===== src/rtl/mips_pipe_pkg.sv =====
// Shared definitions for the MIPS32 pipeline boundary stages.
//   skid_state_e : skid stage fill state; the encoding equals the entry count,
//                  so the state register doubles as the occupancy output.
//   DATA_W       : default datapath word width.
package mips_pipe_pkg;

  localparam int DATA_W = 32;

  typedef enum logic [1:0] {
    EMPTY = 2'b00,
    ONE   = 2'b01,
    TWO   = 2'b10
  } skid_state_e;

endpackage


===== src/rtl/bit32_en_reg.sv =====
// Data register with load enable, cleared to zero by reset.
//   clk   : rising-edge clock
//   rst_n : asynchronous active-low reset
//   en    : load enable
//   d     : next value
//   q     : registered value
module bit32_en_reg
  import mips_pipe_pkg::*;
#(
  parameter int WIDTH = DATA_W
) (
  input  logic             clk,
  input  logic             rst_n,
  input  logic             en,
  input  logic [WIDTH-1:0] d,
  output logic [WIDTH-1:0] q
);

  always_ff @(posedge clk or negedge rst_n) begin
    if (!rst_n) begin
      q <= '0;
    end else if (en) begin
      q <= d;
    end
  end

endmodule


===== src/rtl/bit32_skid_stage.sv =====
// Registered valid/ready pipeline cut with a two-entry skid buffer.
// Full throughput is kept while in_ready and out_data both come from flops.
//   clk, rst_n            : clock, asynchronous active-low reset
//   flush                 : drop all buffered words at the next edge
//   in_valid/in_ready     : upstream handshake (in_ready registered)
//   in_data               : upstream word
//   out_valid/out_ready   : downstream handshake
//   out_data              : head word (registered, main register)
//   occupancy             : number of held words, 0..2
//
// state | meaning
// ------+-------------------------------------------
// EMPTY | nothing held, out_valid = 0
// ONE   | main register holds the head word
// TWO   | main holds head, skid holds the next word; in_ready = 0
module bit32_skid_stage
  import mips_pipe_pkg::*;
#(
  parameter int WIDTH             = DATA_W,
  parameter bit FLUSH_DROPS_INPUT = 1'b1
) (
  input  logic             clk,
  input  logic             rst_n,
  input  logic             flush,
  input  logic             in_valid,
  output logic             in_ready,
  input  logic [WIDTH-1:0] in_data,
  output logic             out_valid,
  input  logic             out_ready,
  output logic [WIDTH-1:0] out_data,
  output logic [1:0]       occupancy
);

  skid_state_e      state, state_nxt;
  logic             accept, drain;
  logic             main_ld, skid_ld, main_from_skid;
  logic [WIDTH-1:0] main_d, skid_q;

  assign accept = in_valid & in_ready;
  assign drain  = out_valid & out_ready;

  // Handshake outputs are computed from the next state so they leave the
  // block straight from flops instead of through a state decode.
  always_ff @(posedge clk or negedge rst_n) begin
    if (!rst_n) begin
      state     <= EMPTY;
      in_ready  <= 1'b1;
      out_valid <= 1'b0;
    end else begin
      state     <= state_nxt;
      in_ready  <= (state_nxt != TWO);
      out_valid <= (state_nxt != EMPTY);
    end
  end

  always_comb begin
    state_nxt = state;
    if (flush) begin
      // In TWO in_ready is low, so accept can only be true from EMPTY/ONE.
      if (!FLUSH_DROPS_INPUT && accept) begin
        state_nxt = ONE;
      end else begin
        state_nxt = EMPTY;
      end
    end else begin
      unique case (state)
        EMPTY: if (accept) state_nxt = ONE;
        ONE: begin
          if (accept && !drain) begin
            state_nxt = TWO;
          end else if (!accept && drain) begin
            state_nxt = EMPTY;
          end
        end
        TWO:     if (drain) state_nxt = ONE;
        default: state_nxt = EMPTY;
      endcase
    end
  end

  always_comb begin
    main_ld        = 1'b0;
    skid_ld        = 1'b0;
    main_from_skid = 1'b0;
    if (flush) begin
      main_ld = accept & !FLUSH_DROPS_INPUT;
    end else begin
      unique case (state)
        EMPTY: main_ld = accept;
        ONE: begin
          main_ld = accept & drain;
          skid_ld = accept & !drain;
        end
        TWO: begin
          main_ld        = drain;
          main_from_skid = 1'b1;
        end
        default: ;
      endcase
    end
  end

  assign main_d    = main_from_skid ? skid_q : in_data;
  assign occupancy = state;

  bit32_en_reg #(.WIDTH(WIDTH)) u_main (
    .clk   (clk),
    .rst_n (rst_n),
    .en    (main_ld),
    .d     (main_d),
    .q     (out_data)
  );

  bit32_en_reg #(.WIDTH(WIDTH)) u_skid (
    .clk   (clk),
    .rst_n (rst_n),
    .en    (skid_ld),
    .d     (in_data),
    .q     (skid_q)
  );

endmodule


===== config.mk =====
export PLATFORM = sky130hd
export DESIGN_NAME = bit32_skid_stage
export DESIGN_NICKNAME = d
export VERILOG_FILES = /design/src/rtl/mips_pipe_pkg.sv /design/src/rtl/bit32_en_reg.sv /design/src/rtl/bit32_skid_stage.sv
export SDC_FILE = /design/constraint.sdc
export NUM_CORES = 1
export LEC_CHECK = 0
export CORE_MARGIN = 2
export CORE_UTILIZATION = 51
export CTS_CLUSTER_SIZE = 12
export DETAILED_ROUTE_END_ITERATION = 12
export PLACE_DENSITY = 0.76
export SYNTH_ARGS = -nofsm -noshare
export SYNTH_HDL_FRONTEND = slang
export SYNTH_SLANG_ARGS = --single-unit

===== constraint.sdc =====
create_clock -name clk -period 1.6 [get_ports clk]
set_input_delay 0.48 -clock clk [delete_from_list [all_inputs] [get_ports clk]]
set_output_delay 0.48 -clock clk [all_outputs]
set_load 0.005 [all_outputs]

# Yosys cells after proc, flatten, opt, wreduce, memory -nomap -nowiden
# Cells that the tools add are included.
op_classes:
  n_eq_ne: 3
  n_mux: 13
  bitwise_logic: 4
  reduce_logical: 6
ops:
  columns: ["op", "n"]
  rows:
  - ["$mux W32", 1]
  - ["$mux W2", 5]
  - ["$pmux W2 S3", 1]
  - ["$mux W1", 5]
  - ["$and A1 B1 Y1", 4]
  - ["$pmux W1 S3", 1]
  - ["$eq A2 B1 Y1 const B", 1]
  - ["$eq A2 B2 Y1 const B", 1]
  - ["$logic_and A1 B1 Y1", 2]
  - ["$logic_not A1 Y1", 2]
  - ["$logic_not A2 Y1", 1]
  - ["$ne A2 B2 Y1 const B", 1]
  - ["$reduce_bool A2 Y1", 1]
word_totals:
  reg_bits: 68
  in_bits: 37
  out_inout_bits: 36
  word_cells: 31

# Depth between registers and ports, before layout
# Gate-level depths: netlist (run 1).
logic_depth:
  depth_word: 8
  ltp_mapped: 6
  mapped_depth_nobuf: 3

# Modules after synthesis
# From an unflattened synthesis (run 1), not the netlist that was laid out.
unflattened:
  hier_cells: 194
  hier_area_um2: 3323.2
by_module_without_submodules:
  columns: ["mod", "instances", "cells_each", "area_each_um2", "seq_area_each_um2"]
  rows:
  - ["bit32_en_reg", 2, 68, 1345.0, 800.8]
  - ["bit32_skid_stage", 1, 58, 633.1, 101.3]

# Worst setup path after synthesis (run 1)
# No wires, ideal clock.
synth_path:
  kind: "input -> register"
  startpoint: "input port flush"
  endpoint: "register u_skid.q[10]"
  arrival_ns: 1.407
  slack_ns: 0.068
  path_stages: 5
  path_buffers: 2
  path_cell_list: "buf_2 -> nor2_4 -> nand4_4 -> buf_6 -> mux2_4"
synth_via:
  elab_chain_cells: 1
synth_lines:
  columns: ["element", "line", "rtl"]
  rows:
  - ["start, declared", "bit32_skid_stage.sv:24", "input logic flush,"]
  - ["$mux W1", "bit32_skid_stage.sv:85", "if (flush) begin"]
  - ["end signal, assigned", "bit32_en_reg.sv:21", "q <= '0;"]
  - ["end signal, assigned", "bit32_en_reg.sv:23", "q <= d;"]
  - ["end, declared", "bit32_en_reg.sv:16", "output logic [WIDTH-1:0] q"]
# No other way between the ends.
# A chain may end at the register's enable or synchronous reset.

# Worst setup path in the final report (run 1)
layout_path:
  startpoint: "register state[1], in the netlist occupancy[1]"
  endpoint: "register u_main.q[25]"
layout_via:
  elab_chain_cells: 4
  elab_cells_between_ends: 8
  classes_between: "eq/ne (2); mux (5); reduce/logical (1)"
layout_lines:
  columns: ["element", "line", "rtl"]
  rows:
  - ["start, declared", "bit32_skid_stage.sv:34", "skid_state_e state, state_nxt;"]
  - ["start signal, assigned", "bit32_skid_stage.sv:50", "state <= state_nxt;"]
  - ["$eq A2 B2 Y1", "bit32_skid_stage.sv:88", "unique case (state)"]
  - ["$mux W1", "bit32_skid_stage.sv:88", null]
  - ["$mux W1", "bit32_skid_stage.sv:85", null]
  - ["$mux W32", "bit32_skid_stage.sv:103", "assign main_d = main_from_skid ? skid_q : in_data;"]
  - ["end signal, assigned", "bit32_en_reg.sv:21", null]
  - ["end signal, assigned", "bit32_en_reg.sv:23", null]
  - ["end, declared", "bit32_en_reg.sv:16", null]
# Parallel ways exist; a longest one is shown, timed or not.

==> summary.md, run 1 <==
| Metric | Value |
|---|---|
| Total number of vias | 2790 |
| Clock tree buffer depth | 2 |
| Netlist cell types | 27 |
| Skew-Pair Late Insertion Delay | 350 ps |
| Worst path cell trace | buf_6 -> buf_6 -> nand4bb_4 -> a21o_4 -> clkbuf_16 -> a22oi_2 |
| Worst IR Drop VDD | 1.02 mV |
| GPL Wtd Cong | 0.819 |
| Pwr/cell area | 1350 nW/µm² |
| Detailed Place HPWL | 5230 µm |
| Final ANT Viol Nets | 0 |
| Switching component of the power | 1.99 mW |
| Critical path launch point | occupancy[1] |
| Synthesized instance count | 278 |
| Layout Nets | 405 |
| Worst Path Class, Setup | register to register |
| FMAX | 0.627 GHz |
| Cts hold-fix bufs | 0 |
| Sw Ratio | 30.2% |
| Crit Path Max Fanout | 8 |
| Die area | 7450 µm² |
| Main combinational cell family by area after synthesis | compound AO/OA/AOI/OAI gates |
| GR Util All Layers | 24.7% |
| Sink Count | 68 |
| Worst-Margin Slew | 384 ps |
| Root Buffer | clkbuf_8 |
| Post-Place Cells | 418 |
| Share of post-route cells with drive strength above 1 | 35.1% |
| Post-Syn Nets | 315 |
| CP Capture Type | register |
| Final hold vios | 0 |
| Final setup fails | 0 |
| Bufs and invs on worst path | 3 |
| Cts bufs inserted | 9 |
| Result of the run | completed |
| Drt wl/cell | 21.6 µm |
| Max-slew headroom | 74.4% |
| Area grow syn2layout | 41.2% |
| Post-synthesis simple-gate area fraction | 10.6% |
| CORE AREA | 6460 µm² |
| Post-Syn Area | 3450 µm² |
| Synth Area in Adders | 0% |
| Diodes inserted | 0 |
| Clock transition at path regs | 80 ps |
| Slowest CP cell | dfrtp_2 |
| RSZ-0062 raised after global routing | true |
| Fillers | 441 |
| Sequential-to-total area share from yosys stat | 49.3% |
| Post-Synth XOR/XNOR Area | 0% |
| Non-filler cells, final | 450 |
| Fin Clk Skew | 7.60 ps |
| Row cnt | 29 |
| Leakage | 2.21 nW |
| Total gr overflow | 0 |
| Initial antenna violation count | 0 |
| Largest net degree at the start of global routing | 69 |
| Total wire length | 9720 µm |
| H-tree depth | 3 |
| Yosys warnings | 0 |
| Comb power frac | 36.1% |
| Delay-heaviest family, CP | compound AO/OA/AOI/OAI gates |
| Vias in the first global route | 2746 |
| Post-synthesis mux area share | 13.7% |
| Max Slew Vio Count | 0 |
| Critical Path RT | 1870 ps |
| Tmin final | 1590 ps |
| Sequential group share of total power | 42.0% |
| DR vias/cell | 6.20 |
| Top Ports | 73 |
| Hold Path Class | input pin to asynchronous set/reset pin |
| DRC Markers | 0 |
| Flop2flop setup slack | 6 ps |
| Max incr delay on CP | 410 ps |
| Internal power | 4.59 mW |
| Clk pwr share | 21.8% |
| Max_cap viols | 0 |
| Flops & latches, synth | 68 |
| Yosys top cell area share | 48.5% |
| 1st-pass router iterations | 4 |
| Top cells by area, synth | dfrtp_1 (49%), mux2_4 (13%), and3b_1 (8.1%) |
| Synthesized area per cell | 12.4 µm² |
| CP Data Arrival Time | 1870 ps |
| Worst setup SP type | register |
| Die Y | 86.3 µm |
| Setup TNS | 0 ps |
| First-pass GRT wire length | 14000 µm |
| Number of DRC markers in iteration 0 | 210 |
| Leading area contributor after synthesis | dfrtp_1 |
| Die Width | 86.3 µm |
| Cell mode on critical path | buf_6 |
| Initial Utilization | 53.5% |
| IO buf count | 72 |
| Synth Area in Compound Gates | 20.8% |
| CTS tree | done |
| Tcrit/Tclk final | 99.6% |
| Critical R2R Launch | occupancy[1] |
==> state kept, by name, indices dropped and copies added (netlist names) <==
| name | count |
|---|---|
| u_main.q | 32 |
| occupancy | 2 |
| out_valid | 1 |
| u_skid.q | 32 |
| in_ready | 1 |
==> routing by layer <==
layer | GRT usage, % | wire length (µm) | up-vias
met5 | 0 | 0 | -
met2 | 41.2 | 4790 | 96
met4 | 6.68 | 189 | 0
met3 | 6.29 | 453 | 17
met1 | 32.3 | 4290 | 1420
li1 | - | - | 1257
==> cells by family after synthesis <==
group	count (synthesis)
flip-flops	68
AND/OR/NAND/NOR	41
buffers and inverters	33
multiplexers	32
AO/OA/AOI/OAI	104
==> through the flow <==
stage	area [µm²]	total power, mW	utilization (%)	setup slack (ps)	hold WS (ps)
final	4880	6.57	75.5	6.28	120
after global routing	4880	6.91	75.5	-48.8	158
after CTS	4550	6.22	70.4	-16.3	149
after detailed placement	4320	4.91	66.9	-411	489
after global placement	4320	4.83	66.9	-370	480
after floorplan	3450	3.90	-	67.8	184
==> path summary, 6_finish.rpt <==
| check | end | cells after the start |
|---|---|---|
| max in group asynchronous | out_valid | 2 |
| worst min register to register | u_skid.q[0] | 1 |
| worst max register to register | u_main.q[25] | 6 |
| worst max-delay path | u_main.q[25] | 6 |
| min in group clk | u_skid.q[0] | 1 |
| worst min-delay path | u_main.q[7] | 2 |
==> synthesized netlist by cell type <==
cell / instances
dfrtp_1: 67
a211oi_1: 34
a21oi_1: 33
and3b_1: 32
a22oi_1: 31
mux2_4: 30
clkbuf_1: 14
buf_2: 9
buf_6: 7
buf_4: 2
mux2_2: 2
nand4b_1: 2
a21boi_4: 1
a21o_1: 1
a221o_1: 1
a22oi_2: 1
and4_1: 1
dfstp_2: 1
inv_1: 1
nand2_1: 1
nand2b_1: 1
nand4_1: 1
nand4_4: 1
nand4bb_1: 1
nor2_4: 1
o211ai_1: 1
o31ai_1: 1
==> power by group through the flow <==
| stage | clock network, mW | registers, mW | logic, mW |
|---|---|---|---|
| floorplan | 0 | 2.71 | 1.19 |
| global placement | 0 | 2.76 | 2.07 |
| detailed placement | 0 | 2.77 | 2.14 |
| CTS | 1.43 | 2.74 | 2.05 |
| global route | 1.54 | 2.83 | 2.54 |
| finish | 1.43 | 2.76 | 2.38 |
==> cell type report <==
| class | count | area, µm² | share of cell area [%] |
|---|---|---|---|
| multi-input combinational | 177 | 1740 | 35.6 |
| sequential | 68 | 1710 | 35.0 |
| timing repair buffer | 111 | 1140 | 23.4 |
| clock buffer | 10 | 128 | 2.62 |
| tap | 77 | 96.3 | 1.97 |
| clock inverter | 6 | 63.8 | 1.31 |
| inverter | 1 | 3.75 | 0.0769 |
==> cell usage in the layout (no fill, tap or decap), types with 2 or more instances in the layout <==
cell type	synthesis	routed
a211oi_1	34	33
dfrtp_2	0	3
a21oi_1	33	33
buf_8	0	3
a22oi_2	1	31
dfrtp_1	67	64
buf_12	0	6
buf_6	7	4
clkinv_2	0	2
buf_4	2	23
clkdlybuf4s50_1	0	33
clkbuf_8	0	9
dlygate4sd2_1	0	35
clkinvlp_4	0	2
mux2_2	2	2
mux2_4	30	30
clkbuf_16	0	4
nand4b_1	2	2
and3b_1	32	32
==> repair_timing <==
item / in CTS / in global routing
resized for setup: 46 / 45
pin swaps: 1 / 11
endpoints found under the setup margin: 74 / 34
buffers inserted: 7 / 3
cloned: 0 / 6
Note: power is estimated with default switching activity, not from simulation.
==> run 2: changes to the inputs <==
--- a/config.mk
+++ b/config.mk
@@ -11,4 +11,5 @@
 export DETAILED_ROUTE_END_ITERATION = 12
 export PLACE_DENSITY = 0.76
+export SKIP_CTS_REPAIR_TIMING = 1
 export SYNTH_ARGS = -nofsm -noshare
 export SYNTH_HDL_FRONTEND = slang
==> constraint.sdc (replaced) <==
create_clock -name clk -period 1.6 [get_ports clk]
set_input_delay 0.4 -clock clk [delete_from_list [all_inputs] [get_ports clk]]
set_output_delay 0.4 -clock clk [all_outputs]
set_load 0.005 [all_outputs]
==> run 2 against run 1 <==
  * Count of clock-buffer cells in the layout rose by 2
  * Sequential power about the same
  * Die area did not move
  * Critical path type unchanged
  * Clock skew shrank 3.7 ps
  * Routed wire length shrank 9.3%
  * Setup slack improved by 23 ps
  * Total power is 3.1% lower
  * Flip-flop and latch count unchanged
  * Final cell count is 1.3% higher
  * Largest cell class is now flip-flops and latches
  * Final area is 2.3% lower
  * Non-clock buffer count grew 6
==> summary.md, run 2 (same netlist as run 1, synthesis figures left out) <==
| Metric | Value |
|---|---|
| Die area | 7450 µm² |
| Tmin final | 1570 ps |
| Post-Place Cells | 419 |
| Leakage | 2.43 nW |
| GR Util All Layers | 23.8% |
| Commonest non-fill, non-tap cell in the layout | dfrtp_1 |
| Die Y | 86.3 µm |
| Worst IR Drop VDD | 0.795 mV |
| Fin Clk Skew | 3.94 ps |
| Non-filler cells, final | 456 |
| Total gr overflow | 0 |
| GPL Wtd Cong | 0.868 |
| Final hold vios | 0 |
| CTS tree | done |
| Worst Path Class, Setup | register to register |
| Sink Count | 68 |
| DRC Markers | 0 |
| IO buf count | 72 |
| CP Capture Type | register |
| Layout Nets | 411 |
| Max-slew headroom | 67.8% |
| FMAX | 0.637 GHz |
| Max_cap viols | 0 |
| Initial Utilization | 53.5% |
| Max incr delay on CP | 420 ps |
| CP Data Arrival Time | 1790 ps |
| Clock tree buffer depth | 2 |
| Switching component of the power | 1.81 mW |
| Final ANT Viol Nets | 0 |
| Sw Ratio | 28.4% |
| Clock transition at path regs | 70 ps |
| DR vias/cell | 6.04 |
| Max Slew Vio Count | 0 |
| Hold_ws | 13.7 ps |
| Root Buffer | clkbuf_8 |
| Slowest CP cell | dfrtp_2 |
| Internal power | 4.56 mW |
| Drt wl/cell | 19.3 µm |
| Delay-heaviest family, CP | flip-flops |
| Bufs and invs on worst path | 2 |
| Share of post-route cells with drive strength above 1 | 26.9% |
| Number of DRC markers in iteration 0 | 186 |
| Row cnt | 29 |
| CORE AREA | 6460 µm² |
| Largest net degree at the start of global routing | 33 |
| Total wire length | 8820 µm |
| Hold Path Class | input pin to asynchronous set/reset pin |
| Diodes inserted | 0 |
| Top Ports | 73 |
| Detailed Place HPWL | 5460 µm |
| Sequential group share of total power | 43.4% |
| 1st-pass router iterations | 4 |
| Worst setup SP type | register |
| Skew-Pair Late Insertion Delay | 340 ps |
| Pwr/cell area | 1340 nW/µm² |
| Tot Pwr | 6.37 mW |
| Vias in the first global route | 2800 |
| Crit Path Max Fanout | 32 |
| Final setup fails | 0 |
| Clk pwr share | 20.9% |
| First-pass GRT wire length | 13900 µm |
| Cts bufs inserted | 9 |
| Initial antenna violation count | 0 |
| Total number of vias | 2755 |
| Die Width | 86.3 µm |
| H-tree depth | 3 |
| Worst-Margin Slew | 483 ps |
| Comb power frac | 35.6% |
| Area grow syn2layout | 37.9% |
| Commonest cells after routing, fill and taps aside | dfrtp_1 (64), dlymetal6s2s_1 (38), buf_4 (38) |
| Result of the run | completed |
| Worst path cell trace | buf_4 -> a21boi_4 -> nand4_4 -> buf_12 -> mux2_2 |
| Tcrit/Tclk final | 98.1% |
| Critical Path RT | 1820 ps |
-- run 2: changes by cell type in the layout (fill, tap and decap cells not counted), moves of 2 or more --
cell / previous run / this run
clkbuf_16: 4 / 0
a22oi_1: 1 / 31
buf_12: 6 / 4
buf_8: 3 / 0
a22oi_2: 31 / 1
clkbuf_8: 9 / 12
buf_4: 23 / 38
dlygate4sd2_1: 35 / 0
dlymetal6s2s_1: 1 / 38
-- run 2: through the flow --
step | util [%] | setup WS (ps) | TNS (ps) | instance area (µm²)
after floorplan | - | 148 | 0 | 3450
after global placement | 66.7 | -303 | -18590 | 4310
after detailed placement | 66.7 | -371 | -20910 | 4310
after CTS | 69.6 | -303 | -1420 | 4490
after global routing | 73.8 | -0.687 | -1.12 | 4760
final | 73.8 | 29.7 | 0 | 4760
-- run 2: per-layer routing --
layer | vias up | global-route usage [%] | wire length [µm]
met3 | 9 | 6.00 | 462
met5 | - | 0 | 0
met1 | 1409 | 30.8 | 3780
li1 | 1250 | - | -
met2 | 87 | 40.4 | 4490
met4 | 0 | 5.68 | 83
-- run 2: power groups by stage --
stage	sequential (mW)	clock, mW	combinational (mW)
after floorplan	2.71	0	1.19
after global placement	2.77	0	2.07
after detailed placement	2.80	0	2.12
after CTS	2.78	1.35	2.13
after global routing	2.83	1.44	2.45
final	2.77	1.34	2.27
-- run 2: worst paths after layout --
kind,start,endpoint,slack [ps],cells past startpoint
worst max-delay path,occupancy[0],u_skid.q[0],30,5
worst min-delay path,rst_n,u_skid.q[7],10,1
worst max register to register,occupancy[0],u_skid.q[0],30,5
worst min register to register,u_skid.q[11],u_skid.q[11],510,1
max in group asynchronous,rst_n,in_ready,1000,2
min in group clk,out_ready,in_ready,500,2
-- run 2: final cells by class --
type / instances / area (µm²)
multi-input cells: 177 / 1560
clock buffers: 12 / 165
repair buffers: 117 / 1210
inverters: 1 / 3.75
fillers: 446 / 1690
well taps: 77 / 96.3
flip-flops and latches: 68 / 1710
clock inverters: 4 / 22.5
==> run 3: changes to the inputs <==
Settings changed: SKIP_CTS_REPAIR_TIMING 1 to unset.
==> run 3 against run 2 <==
  * Sequential share of layout area rose by 0.79 points
  * Critical endpoint is now u_main.q[31]
  * Critical path depth rose by 1
  * Total power fell by 1.5%
  * First-iteration DRC count fell by 5.4%
  * Maximum frequency fell by 0.39%
  * Count of clock-buffer cells in the layout did not move
  * Non-clock buffer count fell by 4
  * Worst hold slack got worse by 1.3 ps
  * Final cell count fell by 0.88%
  * Highest routed layer unchanged
  * Flip-flop and latch count did not move
  * Combinational power fell by 4%
  * Clock power barely moved
==> summary.md, run 3 (same netlist as run 1, synthesis figures left out) <==
| Metric | Value |
|---|---|
| Pwr/cell area | 1350 nW/µm² |
| CORE AREA | 6460 µm² |
| H-tree depth | 3 |
| Worst Path Class, Setup | register to register |
| Die Width | 86.3 µm |
| CTS tree | done |
| Drt wl/cell | 20.1 µm |
| Clock transition at path regs | 70 ps |
| Total number of vias | 2759 |
| Max Slew Vio Count | 0 |
| Number of DRC markers in iteration 0 | 176 |
| Skew-Pair Late Insertion Delay | 340 ps |
| Initial Utilization | 53.5% |
| First-pass GRT wire length | 14100 µm |
| Diodes inserted | 0 |
| Root Buffer | clkbuf_8 |
| Final Util | 72.2% |
| Commonest non-fill, non-tap cell in the layout | dfrtp_1 |
| FMAX | 0.634 GHz |
| Fin Clk Skew | 4.32 ps |
| Row cnt | 29 |
| Worst reg2reg path endpoint | u_main.q[31] |
| Hold_ws | 12.4 ps |
| Initial antenna violation count | 0 |
| Tcrit/Tclk final | 98.5% |
| Share of post-route cells with drive strength above 1 | 26.9% |
| CP Capture Type | register |
| DRC Markers | 0 |
| Layout Nets | 407 |
| Die Y | 86.3 µm |
| RSZ-0062 raised after global routing | true |
| Cts bufs inserted | 9 |
| Flop2flop setup slack | 20 ps |
| Max_cap viols | 0 |
| Final hold vios | 0 |
| Worst IR Drop VDD | 0.773 mV |
| Area grow syn2layout | 35.0% |
| Total wire length | 9090 µm |
| Largest net degree at the start of global routing | 33 |
| Top Ports | 73 |
| IO buf count | 72 |
| CP Data Arrival Time | 1790 ps |
| Total gr overflow | 0 |
| Critical path launch point | in_ready |
| Tmin final | 1580 ps |
| Vias in the first global route | 2827 |
| Leakage | 2.22 nW |
| Critical R2R Launch | in_ready |
| Commonest cells after routing, fill and taps aside | dfrtp_1 (64), a211oi_1 (34), a21oi_1 (33), clkdlybuf4s50_1 (33) |
| Worst setup SP type | register |
| Detailed Place HPWL | 5460 µm |
| Critical Path RT | 1810 ps |
| Cts hold-fix bufs | 0 |
| Crit Path Max Fanout | 9 |
| Clock tree buffer depth | 2 |
| Hold Path Class | input pin to asynchronous set/reset pin |
| GPL Wtd Cong | 0.868 |
| Final setup fails | 0 |
| CP Capture Point | u_main.q[31] |
| Die area | 7450 µm² |
| Final ANT Viol Nets | 0 |
| 1st-pass router iterations | 5 |
| Worst-Margin Slew | 480 ps |
| DR vias/cell | 6.10 |
| FF-to-FF path depth | 6 |
| Max-slew headroom | 68.0% |
| Sink Count | 68 |
| Setup TNS | 0 ps |
| Result of the run | completed |
| GR Util All Layers | 24.1% |
-- run 3: cell types whose count changed in the layout (fill, tap and decap cells not counted), sizes merged --
cell	previous run	this run
dlymetal6s2s	38	9
buf	46	41
clkbuf	12	13
dlygate4sd2	0	29
-- run 3: layout make-up --
type	instances	area, µm²
clock inverters	4	22.5
repair buffers	113	1100
flip-flops and latches	68	1710
multi-input cells	177	1570
inverters	1	3.75
well taps	77	96.3
fillers	483	1800
clock buffers	12	165
-- run 3: critical path: stages, from the launching register on --
cell and delay (ps):
dfstp_2 550, buf_4 150, nand4_1 120, o211ai_1 210, buf_4 170, buf_4 180
a22oi_1 80
-- run 3: layer usage --
layer	routed length [µm]	share of wire, %	GRT usage (%)	vias to the layer above
met5	0	0	0	-
met3	501	5.5	6.00	18
met2	4470	49	40.9	94
li1	-	-	-	1250
met1	3990	44	31.2	1397
met4	131	1.4	6.11	0
-- run 3: where the power goes --
part | switching [mW] | leakage (nW) | internal (mW)
logic | 0.795 | 1.34 | 1.38
clock network | 0.655 | 0.0982 | 0.682
registers | 0.370 | 0.784 | 2.39
-- run 3: how the worst min path moves through the flow --
| stage | endpoint | slack (ps) | cells past startpoint |
|---|---|---|---|
| after CTS | u_main.q[6] | 10 | 1 |
| after detailed placement | u_skid.q[7] | 380 | 1 |
| final | u_skid.q[7] | 10 | 1 |
| after floorplan | occupancy[0] | 100 | 0 |
| after global placement | u_skid.q[7] | 370 | 1 |
| after global routing | u_skid.q[6] | 40 | 1 |
-- run 3: per-stage QoR --
step	instances	setup slack, ps	area, µm²	power [mW]
after floorplan	278	148	3450	3.90
after global placement	419	-303	4310	4.84
after CTS	444	0.546	4530	6.19
after detailed placement	419	-371	4310	4.92
final	452	23.6	4660	6.27
after global routing	452	-35.3	4660	6.62
-- run 3: what timing repair did --
item / in CTS / in global routing
buffers inserted: 9 / 6
pin swaps: 0 / 4
setup endpoints to repair: 34 / 24
gates cloned: 0 / 2
gates resized for setup: 33 / 18
